$ cat src/rtl/register_scoreboard.sv
// Register scoreboard: counts outstanding writes per architectural register
// between decode issue and writeback, and raises stall on RAW hazards or full counters.
module register_scoreboard #(
    parameter int NUM_REGS       = 32,
    parameter int REG_ADDR_WIDTH = 5,
    parameter int CNT_WIDTH      = 2,
    parameter int WB_BYPASS      = 1
) (
    input  logic                      clk,
    input  logic                      reset,
    input  logic                      issue_valid,
    input  logic                      issue_wr,
    input  logic [REG_ADDR_WIDTH-1:0] issue_rd,
    input  logic                      q_use_rs1,
    input  logic [REG_ADDR_WIDTH-1:0] q_rs1,
    input  logic                      q_use_rs2,
    input  logic [REG_ADDR_WIDTH-1:0] q_rs2,
    input  logic                      q_wr,
    input  logic [REG_ADDR_WIDTH-1:0] q_rd,
    input  logic                      wb_valid,
    input  logic [REG_ADDR_WIDTH-1:0] wb_rd,
    input  logic                      flush,
    output logic                      stall,
    output logic [NUM_REGS-1:0]       busy_vec,
    output logic [6:0]                pending,
    output logic                      sb_error
);

    localparam logic [CNT_WIDTH-1:0] CNT_MAX = '1;
    localparam logic                 BYPASS  = (WB_BYPASS != 0);

    logic [CNT_WIDTH-1:0] r_cnt [NUM_REGS];
    logic [6:0]           r_pending;
    logic                 r_sb_error;

    logic w_issue_hit;
    logic w_rel_hit;
    logic w_same_reg;
    logic w_issue_upd;
    logic w_rel_upd;
    logic w_rel_err;
    logic w_busy_rs1;
    logic w_busy_rs2;
    logic w_waw_full;
    logic [6:0] w_pending_next;

    // Issue and release of the same register cancel; saturation and empty
    // counters turn the respective event into a no-op instead of wrapping.
    always_comb begin
        w_issue_hit    = issue_valid && issue_wr && (issue_rd != '0);
        w_rel_hit      = wb_valid && (wb_rd != '0);
        w_same_reg     = w_issue_hit && w_rel_hit && (issue_rd == wb_rd);
        w_issue_upd    = w_issue_hit && !w_same_reg && (r_cnt[issue_rd] != CNT_MAX);
        w_rel_upd      = w_rel_hit && !w_same_reg && (r_cnt[wb_rd] != '0);
        w_rel_err      = w_rel_hit && (r_cnt[wb_rd] == '0);
        w_pending_next = r_pending + 7'(w_issue_upd) - 7'(w_rel_upd);
    end

    // A writeback draining the last outstanding write frees the register
    // in the same cycle when bypass is enabled.
    always_comb begin
        w_busy_rs1 = (q_rs1 != '0) && (r_cnt[q_rs1] != '0) &&
                     !(BYPASS && wb_valid && (wb_rd == q_rs1) &&
                       (r_cnt[q_rs1] == CNT_WIDTH'(1)));
        w_busy_rs2 = (q_rs2 != '0) && (r_cnt[q_rs2] != '0) &&
                     !(BYPASS && wb_valid && (wb_rd == q_rs2) &&
                       (r_cnt[q_rs2] == CNT_WIDTH'(1)));
        w_waw_full = q_wr && (q_rd != '0) && (r_cnt[q_rd] == CNT_MAX) &&
                     !(wb_valid && (wb_rd == q_rd));
        stall      = (q_use_rs1 && w_busy_rs1) || (q_use_rs2 && w_busy_rs2) || w_waw_full;
    end

    always_comb begin
        for (int i = 0; i < NUM_REGS; i++) begin
            busy_vec[i] = (r_cnt[i] != '0);
        end
    end

    always_ff @(posedge clk) begin
        if (reset) begin
            for (int i = 0; i < NUM_REGS; i++) begin
                r_cnt[i] <= '0;
            end
            r_pending  <= '0;
            r_sb_error <= 1'b0;
        end else if (flush) begin
            for (int i = 0; i < NUM_REGS; i++) begin
                r_cnt[i] <= '0;
            end
            r_pending <= '0;
        end else begin
            if (w_issue_upd) begin
                r_cnt[issue_rd] <= r_cnt[issue_rd] + CNT_WIDTH'(1);
            end
            if (w_rel_upd) begin
                r_cnt[wb_rd] <= r_cnt[wb_rd] - CNT_WIDTH'(1);
            end
            r_pending <= w_pending_next;
            if (w_rel_err) begin
                r_sb_error <= 1'b1;
            end
        end
    end

    assign pending  = r_pending;
    assign sb_error = r_sb_error;

endmodule

$ cat config.mk
export PLATFORM = sky130hd
export DESIGN_NAME = register_scoreboard
export DESIGN_NICKNAME = d
export VERILOG_FILES = /design/src/rtl/register_scoreboard.sv
export SDC_FILE = /design/constraint.sdc
export NUM_CORES = 1
export LEC_CHECK = 0
export ABC_CLOCK_PERIOD_IN_PS = 5500
export CAP_MARGIN = 15
export CELL_PAD_IN_SITES_DETAIL_PLACEMENT = 0
export CELL_PAD_IN_SITES_GLOBAL_PLACEMENT = 2
export CORE_UTILIZATION = 34
export CTS_CLUSTER_DIAMETER = 50
export DETAILED_ROUTE_END_ITERATION = 10
export PLACE_DENSITY = 0.78
export REMOVE_ABC_BUFFERS = 1
export SYNTH_ARGS = -nofsm -noshare
export SYNTH_HDL_FRONTEND = slang
export SYNTH_SLANG_ARGS = --single-unit
$ cat constraint.sdc
create_clock -name clk -period 5.5 [get_ports clk]
set_input_delay 1.375 -clock clk [delete_from_list [all_inputs] [get_ports clk]]
set_output_delay 1.375 -clock clk [all_outputs]
set_load 0.1 [all_outputs]
[Word level (Yosys, flattened, before mapping)]
Memory sizes are Yosys's and may differ from the RTL's.
Cells that the tools add are included.
Word-level totals
  register bits: 8
  memory bits (writable): 64
  input bits: 34
  output and inout bits: 41
  logic and storage cells: 174
  memories: 1
Memory list
  r_cnt: depth 32, bits a word 2, rd ports 37, clocked after Yosys merged registers in 0, wr ports 32, line 32  | logic [CNT_WIDTH-1:0] r_cnt [NUM_REGS];
Operators by class
  add/subtract/negate cells: 4
  eq/ne operators: 8
  mux-type cells: 51
  bitwise gates (word level): 33
  reductions and logical operators: 75
Operators by type and width (count)
  2-bit nonzero test: 35
  2-bit 2-to-1 mux: 34
  1-bit bitwise OR: 32
  5-bit nonzero test: 5
  1-bit logical AND: 24
  5-bit equality test: 4
  1-bit 2-to-1 mux: 15
  5-bit 2-to-1 mux: 2
  7-bit by 1-bit adder with 7-bit output: 1
  7-bit by 1-bit subtractor with 7-bit output: 1
  2-bit OR reduction: 3
  2-bit by 1-bit equality test with 1-bit output (second input constant): 2
  1-bit zero test: 4
  2-bit by 1-bit adder with 2-bit output (second input constant): 1
  2-bit equality test (second input constant): 1
  2-bit zero test: 1
  1-bit logical OR: 2
  2-bit inequality test (second input constant): 1
  2-bit AND reduction: 1
  2-bit by 1-bit subtractor with 2-bit output (second input constant): 1
  1-bit inverter: 1

[Logic depth before layout (Yosys ltp)]
  word-level depth: 13
  gate-level depth with buffers: 20

[Worst setup path before layout]
OpenSTA, ideal clock, no wires.
  path type: in2out
  start point: in q_rs2[0]
  end point: out stall
  arrival time: 4025 ps
  slack: 100 ps
  cell stages on the path: 6
  path buffers: 1
  cell sequence: clkbuf_1 > mux4_2 > mux4_2 > and2_1 > o31ai_1 > nand4_1
Between the ends
  word-level cells in the longest chain between the ends: 8
RTL lines
  start: declaration: line 17  | input logic [REG_ADDR_WIDTH-1:0] q_rs2,
  memory 32 x 2 bit or 5-bit equality test (tied branches)
  2-bit by 1-bit equality test with 1-bit output or 1-bit logical AND (tied branches): line 67, 66
  1-bit logical AND: line 66  | !(BYPASS && wb_valid && (wb_rd == q_rs2) &&
  1-bit zero test: line 66
  1-bit logical AND *: line 65  | w_busy_rs2 = (q_rs2 != '0) && (r_cnt[q_rs2] != '0) &&
  1-bit logical AND *: line 70  | stall = (q_use_rs1 && w_busy_rs1) || (q_use_rs2 && w_busy_rs2) || w_waw_full;
  1-bit logical OR * (2 in series): line 70
  end: declaration: line 23  | output logic stall,
Mark *: on every way between the ends. The rest lies on a longest branch, timed or not.

[Worst setup path after layout]
  start point: in issue_rd[0]
  end point: reg r_pending[6] (netlist: pending[6])
Between the ends
  word-level cells in the longest chain between the ends: 9
RTL lines
  start: declaration: line 13  | input logic [REG_ADDR_WIDTH-1:0] issue_rd,
  branches (longest 8 deep; another with 7-bit by 1-bit adder with 7-bit output)
  7-bit by 1-bit subtractor with 7-bit output *: line 56  | w_pending_next = r_pending + 7'(w_issue_upd) - 7'(w_rel_upd);
  end signal: assignment: line 98  | r_pending <= w_pending_next;
  end: declaration: line 33  | logic [6:0] r_pending;
Every way passes the cells marked *.
A chain may end at the register's enable or synchronous reset.

==> metrics.sh <==
AREA_GROWTH_SYN_TO_LAYOUT_PCT=24.0
YOSYSUNIQUECELLTYPES=55
TOTAL_NUMBER_OF_H_TREE_LEVELS=3
CLOCK_TREE.BUFFER_DEPTH=2
FLOORPLAN.ROWS=50
DPL.CELL_COUNT=918
MAXSLEWVIOLCOUNT=0
WORSTMARGINPINSLEW_NS=0.986
STARTPOINT_TYPE='input port'
R2R.WORST_PATH.CELLS=18
IR_WORST_VDD_V=0.000161
CTS_INSERTED_BUFFERS=9
MIN_PATH_CELLS=2
DRT_ITER0_MARKERS=755
POST_DETAILED_ROUTE_DRC_MARKER_COUNT=0
CRIT_PATH_MAX_INCR_DELAY_NS=0.53
HEIGHT_OF_THE_DIE_MICRONS=140
DESIGN.DIE.AREA_SQ_MM=0.0197
CRITICAL_PATH.ENDPOINT_TYPE='register'
MAPPEDNETLISTAREA_SQ_MM=0.00652
N_ANTENNA_CELL=0
OUTCOME='finished, final reports clean'
SETUP-TNS-FINAL_NS=0
PRECTSSETUPSLACK_NS=-0.358
TIMING.SETUP.CRITICAL_PATH_CLASS='input port to register'
ROUTED_WIRE_LENGTH_PER_INSTANCE_MICRONS=26.3
POST_SYNTH_EDFFS=64
WIRELENGTH_MM=24.6
FIN_WORST_SKEW_NS=0.00924
ASYNC_SR_FLOP_FRACTION=0
FP.COREAREA_SQ_MM=0.0188
TOTALPOWERFINAL_W=0.00194
WORST_R2R_ENDPOINT='pending[6]'
FINAL_LAYOUT_SIZE_SUFFIX_GT1_FRAC=0.298
SYNTH_SEQ_AREA_SHARE=0.319
ANTENNA_VIOLATIONS_BEFORE_REPAIR=0
MAXCLOCKFREQUENCY_MHz=189
MULTIINPUTGATEAREA_SQ_MM=0.00409
CLOCK_LATENCY_NS=0.34
HP-START='sb_error'
GRT_OVERFLOW_TOTAL=0
PATH_DELAY_FAMILY='compound AO/OA/AOI/OAI gates'
IOS=75
WORST-PATH-STAGES=20
HOLDWS_NS=0.484
FILLERINSTANCES=1795
CELLLEAKAGEPOWER_nW=2.80
SETUP-VIOLATIONS-FINAL=0
GP_CONGESTION=0.923
DRTPASS1ITERATIONS=5
CRITICAL_PATH.N_BUFFERS_INVERTERS=6
REGISTER_AREA_SQ_MM=0.00208
ROUTE.ANTENNA.REMAINING_NETS=0
PATH_CELLS='clkdlybuf4s50_1 > buf_6 > buf_4 > mux4_2 > a221oi_4 > and3_4 > inv_1 > ha_1 > a311o_1 > ha_1 > inv_1 > ha_1 > inv_1 > fa_2 > nor2b_2 > o21ai_1 > a21oi_2 > o21a_1 > o21ai_0 > nor3b_1'
MAXSLEWHEADROOM=0.341
CRITPATHMAXFANOUT=6
SYNTH_SEQ_CELLS=72
VIA_COUNT=6130
NUMPORTBUFFERS=74
NUM-NETS-FINAL=740
WORST_MIN_DELAY_PATH_ENDPOINT='sb_error'
HOLD_VIOLATIONS=0
GRT_USE_TOTAL=0.252
REGTOREGSETUPSLACK_NS=1.32
YOSYS_MOST_USED_DFF='sky130_fd_sc_hd__edfxtp_1'
HOLDCRITPATHCLASS='register to register'
MAXCAPVIOLCOUNT=0
POST-DP-HPWL_MM=17.6
CLK_PIN_SLEW_NS=0.07
DIE-WIDTH_MICRONS=140
ARR_TIME_CRIT_PATH_NS=5.50
LAYOUTNONFILLERINSTCOUNT=935
CTS.SINKS=72
POWER-PER-CELL-AREA_mW_PER_MM2=240
SYNTH_WARNINGS=0
SYNTHESIS.AREA_PER_INSTANCE_SQ_UM=10.7
FINAL_WORST_SLACK_NS=0.220
GRT_START_MAX_NET_PINS=36
GRT_PASS1_VIAS=6089
AVERAGE_VIA_COUNT_PER_STANDARD_CELL=6.56
CTS-ROOT-BUF='sky130_fd_sc_hd__clkbuf_16'
PERIOD_MINUS_SLACK_NS=5.28
SYNTHCELLS=610
STARTPOINT_OF_THE_WORST_SLACK_REG_TO_REG_TIMING_PATH='r_cnt[7][0]'
PERIOD_SHARE=0.960
CP_SLOWEST_CELL='sky130_fd_sc_hd__mux4_2'
INITIAL_UTILIZATION=0.347
GLOBAL_ROUTE_WIRE_LENGTH_BEFORE_REPAIR_MM=37.0
UNREPAIRED_SETUP_ENDPOINTS_AFTER_GLOBAL_ROUTING='false'
CRITICAL_PATH_REQUIRED_NS=5.72
TRITONCTS='built'
## cell usage after synthesis (6+ instances only)
master | instances | area share
sky130_fd_sc_hd__a22oi_1 | 6 | 0.0069
sky130_fd_sc_hd__buf_1 | 9 | 0.0052
sky130_fd_sc_hd__buf_2 | 11 | 0.0084
sky130_fd_sc_hd__buf_6 | 6 | 0.010
sky130_fd_sc_hd__clkbuf_1 | 35 | 0.020
sky130_fd_sc_hd__dfxtp_1 | 8 | 0.025
sky130_fd_sc_hd__edfxtp_1 | 64 | 0.29
sky130_fd_sc_hd__ha_1 | 9 | 0.017
sky130_fd_sc_hd__inv_1 | 26 | 0.015
sky130_fd_sc_hd__mux2i_1 | 8 | 0.012
sky130_fd_sc_hd__mux4_2 | 66 | 0.23
sky130_fd_sc_hd__nand2_1 | 39 | 0.022
sky130_fd_sc_hd__nand3_1 | 20 | 0.015
sky130_fd_sc_hd__nand3b_1 | 8 | 0.0092
sky130_fd_sc_hd__nor2_1 | 13 | 0.0075
sky130_fd_sc_hd__nor3_1 | 6 | 0.0046
sky130_fd_sc_hd__o21ai_0 | 19 | 0.015
sky130_fd_sc_hd__o221ai_1 | 32 | 0.043
sky130_fd_sc_hd__o22ai_1 | 70 | 0.067
sky130_fd_sc_hd__or2_2 | 51 | 0.049
sky130_fd_sc_hd__or3_1 | 6 | 0.0058
sky130_fd_sc_hd__xor2_1 | 18 | 0.024
## cell usage in the layout (no fill, tap or decap), types with 3 or more instances in the layout
master / Yosys / layout
sky130_fd_sc_hd__clkdlybuf4s50_1: 0 / 72
sky130_fd_sc_hd__o22ai_1: 70 / 70
sky130_fd_sc_hd__mux4_2: 66 / 66
sky130_fd_sc_hd__edfxtp_1: 64 / 64
sky130_fd_sc_hd__buf_4: 0 / 57
sky130_fd_sc_hd__or2_2: 51 / 51
sky130_fd_sc_hd__nand2_1: 39 / 39
sky130_fd_sc_hd__o221ai_1: 32 / 32
sky130_fd_sc_hd__inv_1: 26 / 26
sky130_fd_sc_hd__nand3_1: 20 / 20
sky130_fd_sc_hd__xor2_1: 18 / 18
sky130_fd_sc_hd__o21ai_0: 19 / 18
sky130_fd_sc_hd__nor2_1: 13 / 12
sky130_fd_sc_hd__ha_1: 9 / 9
sky130_fd_sc_hd__clkbuf_16: 0 / 9
sky130_fd_sc_hd__nand3b_1: 8 / 8
sky130_fd_sc_hd__mux2i_1: 8 / 8
sky130_fd_sc_hd__dfxtp_1: 8 / 8
sky130_fd_sc_hd__or3_1: 6 / 6
sky130_fd_sc_hd__nor3_1: 6 / 6
sky130_fd_sc_hd__a22oi_1: 6 / 6
sky130_fd_sc_hd__nor4_1: 5 / 5
sky130_fd_sc_hd__xnor2_1: 5 / 5
sky130_fd_sc_hd__nor3b_1: 5 / 5
sky130_fd_sc_hd__nand4_1: 5 / 5
sky130_fd_sc_hd__or3b_2: 4 / 4
sky130_fd_sc_hd__a31oi_1: 4 / 4
sky130_fd_sc_hd__and3_1: 5 / 4
sky130_fd_sc_hd__and2_1: 4 / 4
sky130_fd_sc_hd__buf_12: 0 / 4
sky130_fd_sc_hd__a211oi_1: 3 / 3
sky130_fd_sc_hd__a21oi_1: 4 / 3
sky130_fd_sc_hd__and3b_1: 3 / 3
sky130_fd_sc_hd__a311oi_1: 3 / 3
sky130_fd_sc_hd__o211ai_1: 3 / 3
sky130_fd_sc_hd__nor2b_1: 4 / 3
sky130_fd_sc_hd__inv_4: 0 / 3
## logic make-up (layout without fill, tap and decap cells)
logic type | Yosys count | count (layout) | share of synthesized area
xor+xnor | 23 | 23 | 0.0309
buf+inv | 87 | 177 | 0.0591
compound gates | 158 | 158 | 0.168
mux | 76 | 76 | 0.244
fa+ha+maj | 10 | 10 | 0.0203
flops | 72 | 72 | 0.319
other cells | 1 | 2 | 0.000575
simple gates | 183 | 183 | 0.158
## registers in the layout, indices dropped and copies added, names as in the netlist
register	cells
pending	7
r_cnt	64
sb_error	1
## final cells by class
class,instances,share of cell area
Multi-Input combinational cell,452,0.506
Sequential cell,72,0.258
Timing Repair Buffer,135,0.154
Tap cell,234,0.0362
Clock buffer,9,0.0279
Inverter,26,0.0121
Clock inverter,7,0.00650
## how the worst max path moves through the flow
stage	start	to	slack, ns
after global placement	issue_rd[0]	pending[6]	-0.21
after CTS	issue_rd[0]	pending[6]	0.07
after floorplan	q_rs2[0]	stall	0.58
after global routing	issue_rd[0]	pending[6]	0.002
after detailed placement	issue_rd[0]	pending[6]	-0.36
final	issue_rd[0]	pending[6]	0.22
## worst register-to-register path, cell delays in order, from the launching register on
cell	delay (ns)
sky130_fd_sc_hd__edfxtp_1	0.54
sky130_fd_sc_hd__mux4_2	0.52
sky130_fd_sc_hd__a22o_1	0.25
sky130_fd_sc_hd__a221oi_4	0.25
sky130_fd_sc_hd__and3_4	0.25
sky130_fd_sc_hd__inv_1	0.04
sky130_fd_sc_hd__ha_1	0.20
sky130_fd_sc_hd__a311o_1	0.30
sky130_fd_sc_hd__ha_1	0.30
sky130_fd_sc_hd__inv_1	0.06
sky130_fd_sc_hd__ha_1	0.15
sky130_fd_sc_hd__inv_1	0.06
sky130_fd_sc_hd__fa_2	0.36
sky130_fd_sc_hd__nor2b_2	0.13
sky130_fd_sc_hd__o21ai_1	0.09
sky130_fd_sc_hd__a21oi_2	0.16
sky130_fd_sc_hd__o21a_1	0.16
sky130_fd_sc_hd__o21ai_0	0.07
sky130_fd_sc_hd__nor3b_1	0.15
## per-stage QoR
step                       util  instance area [sq um]
after floorplan               -                   6230
after global placement    0.414                   7760
after detailed placement  0.414                   7760
after global routing      0.431                   8080
final                     0.431                   8080
after CTS                 0.429                   8050
## routing by layer
| layer | share of wire | GRT usage | vias up |
|---|---|---|---|
| li1 | - | - | 2638 |
| met1 | 0.40 | 0.333 | 3002 |
| met2 | 0.47 | 0.399 | 428 |
| met3 | 0.10 | 0.0561 | 62 |
| met4 | 0.033 | 0.107 | 0 |
| met5 | 0 | 0 | - |
## power breakdown
group          total (W)  switching [W]  internal, W
registers       0.000686      0.0000596     0.000627
logic           0.000696       0.000433     0.000263
clock network   0.000560       0.000250     0.000310
## timing repair
action / 4_1_cts / 5_1_grt
endpoints found under the setup margin: 1 / 1
hold buffers: 0 / 0
setup buffers: 0 / 1
resized for setup: 1 / 7
pin swaps: 0 / 6
Power figures use the tool's default switching activity.
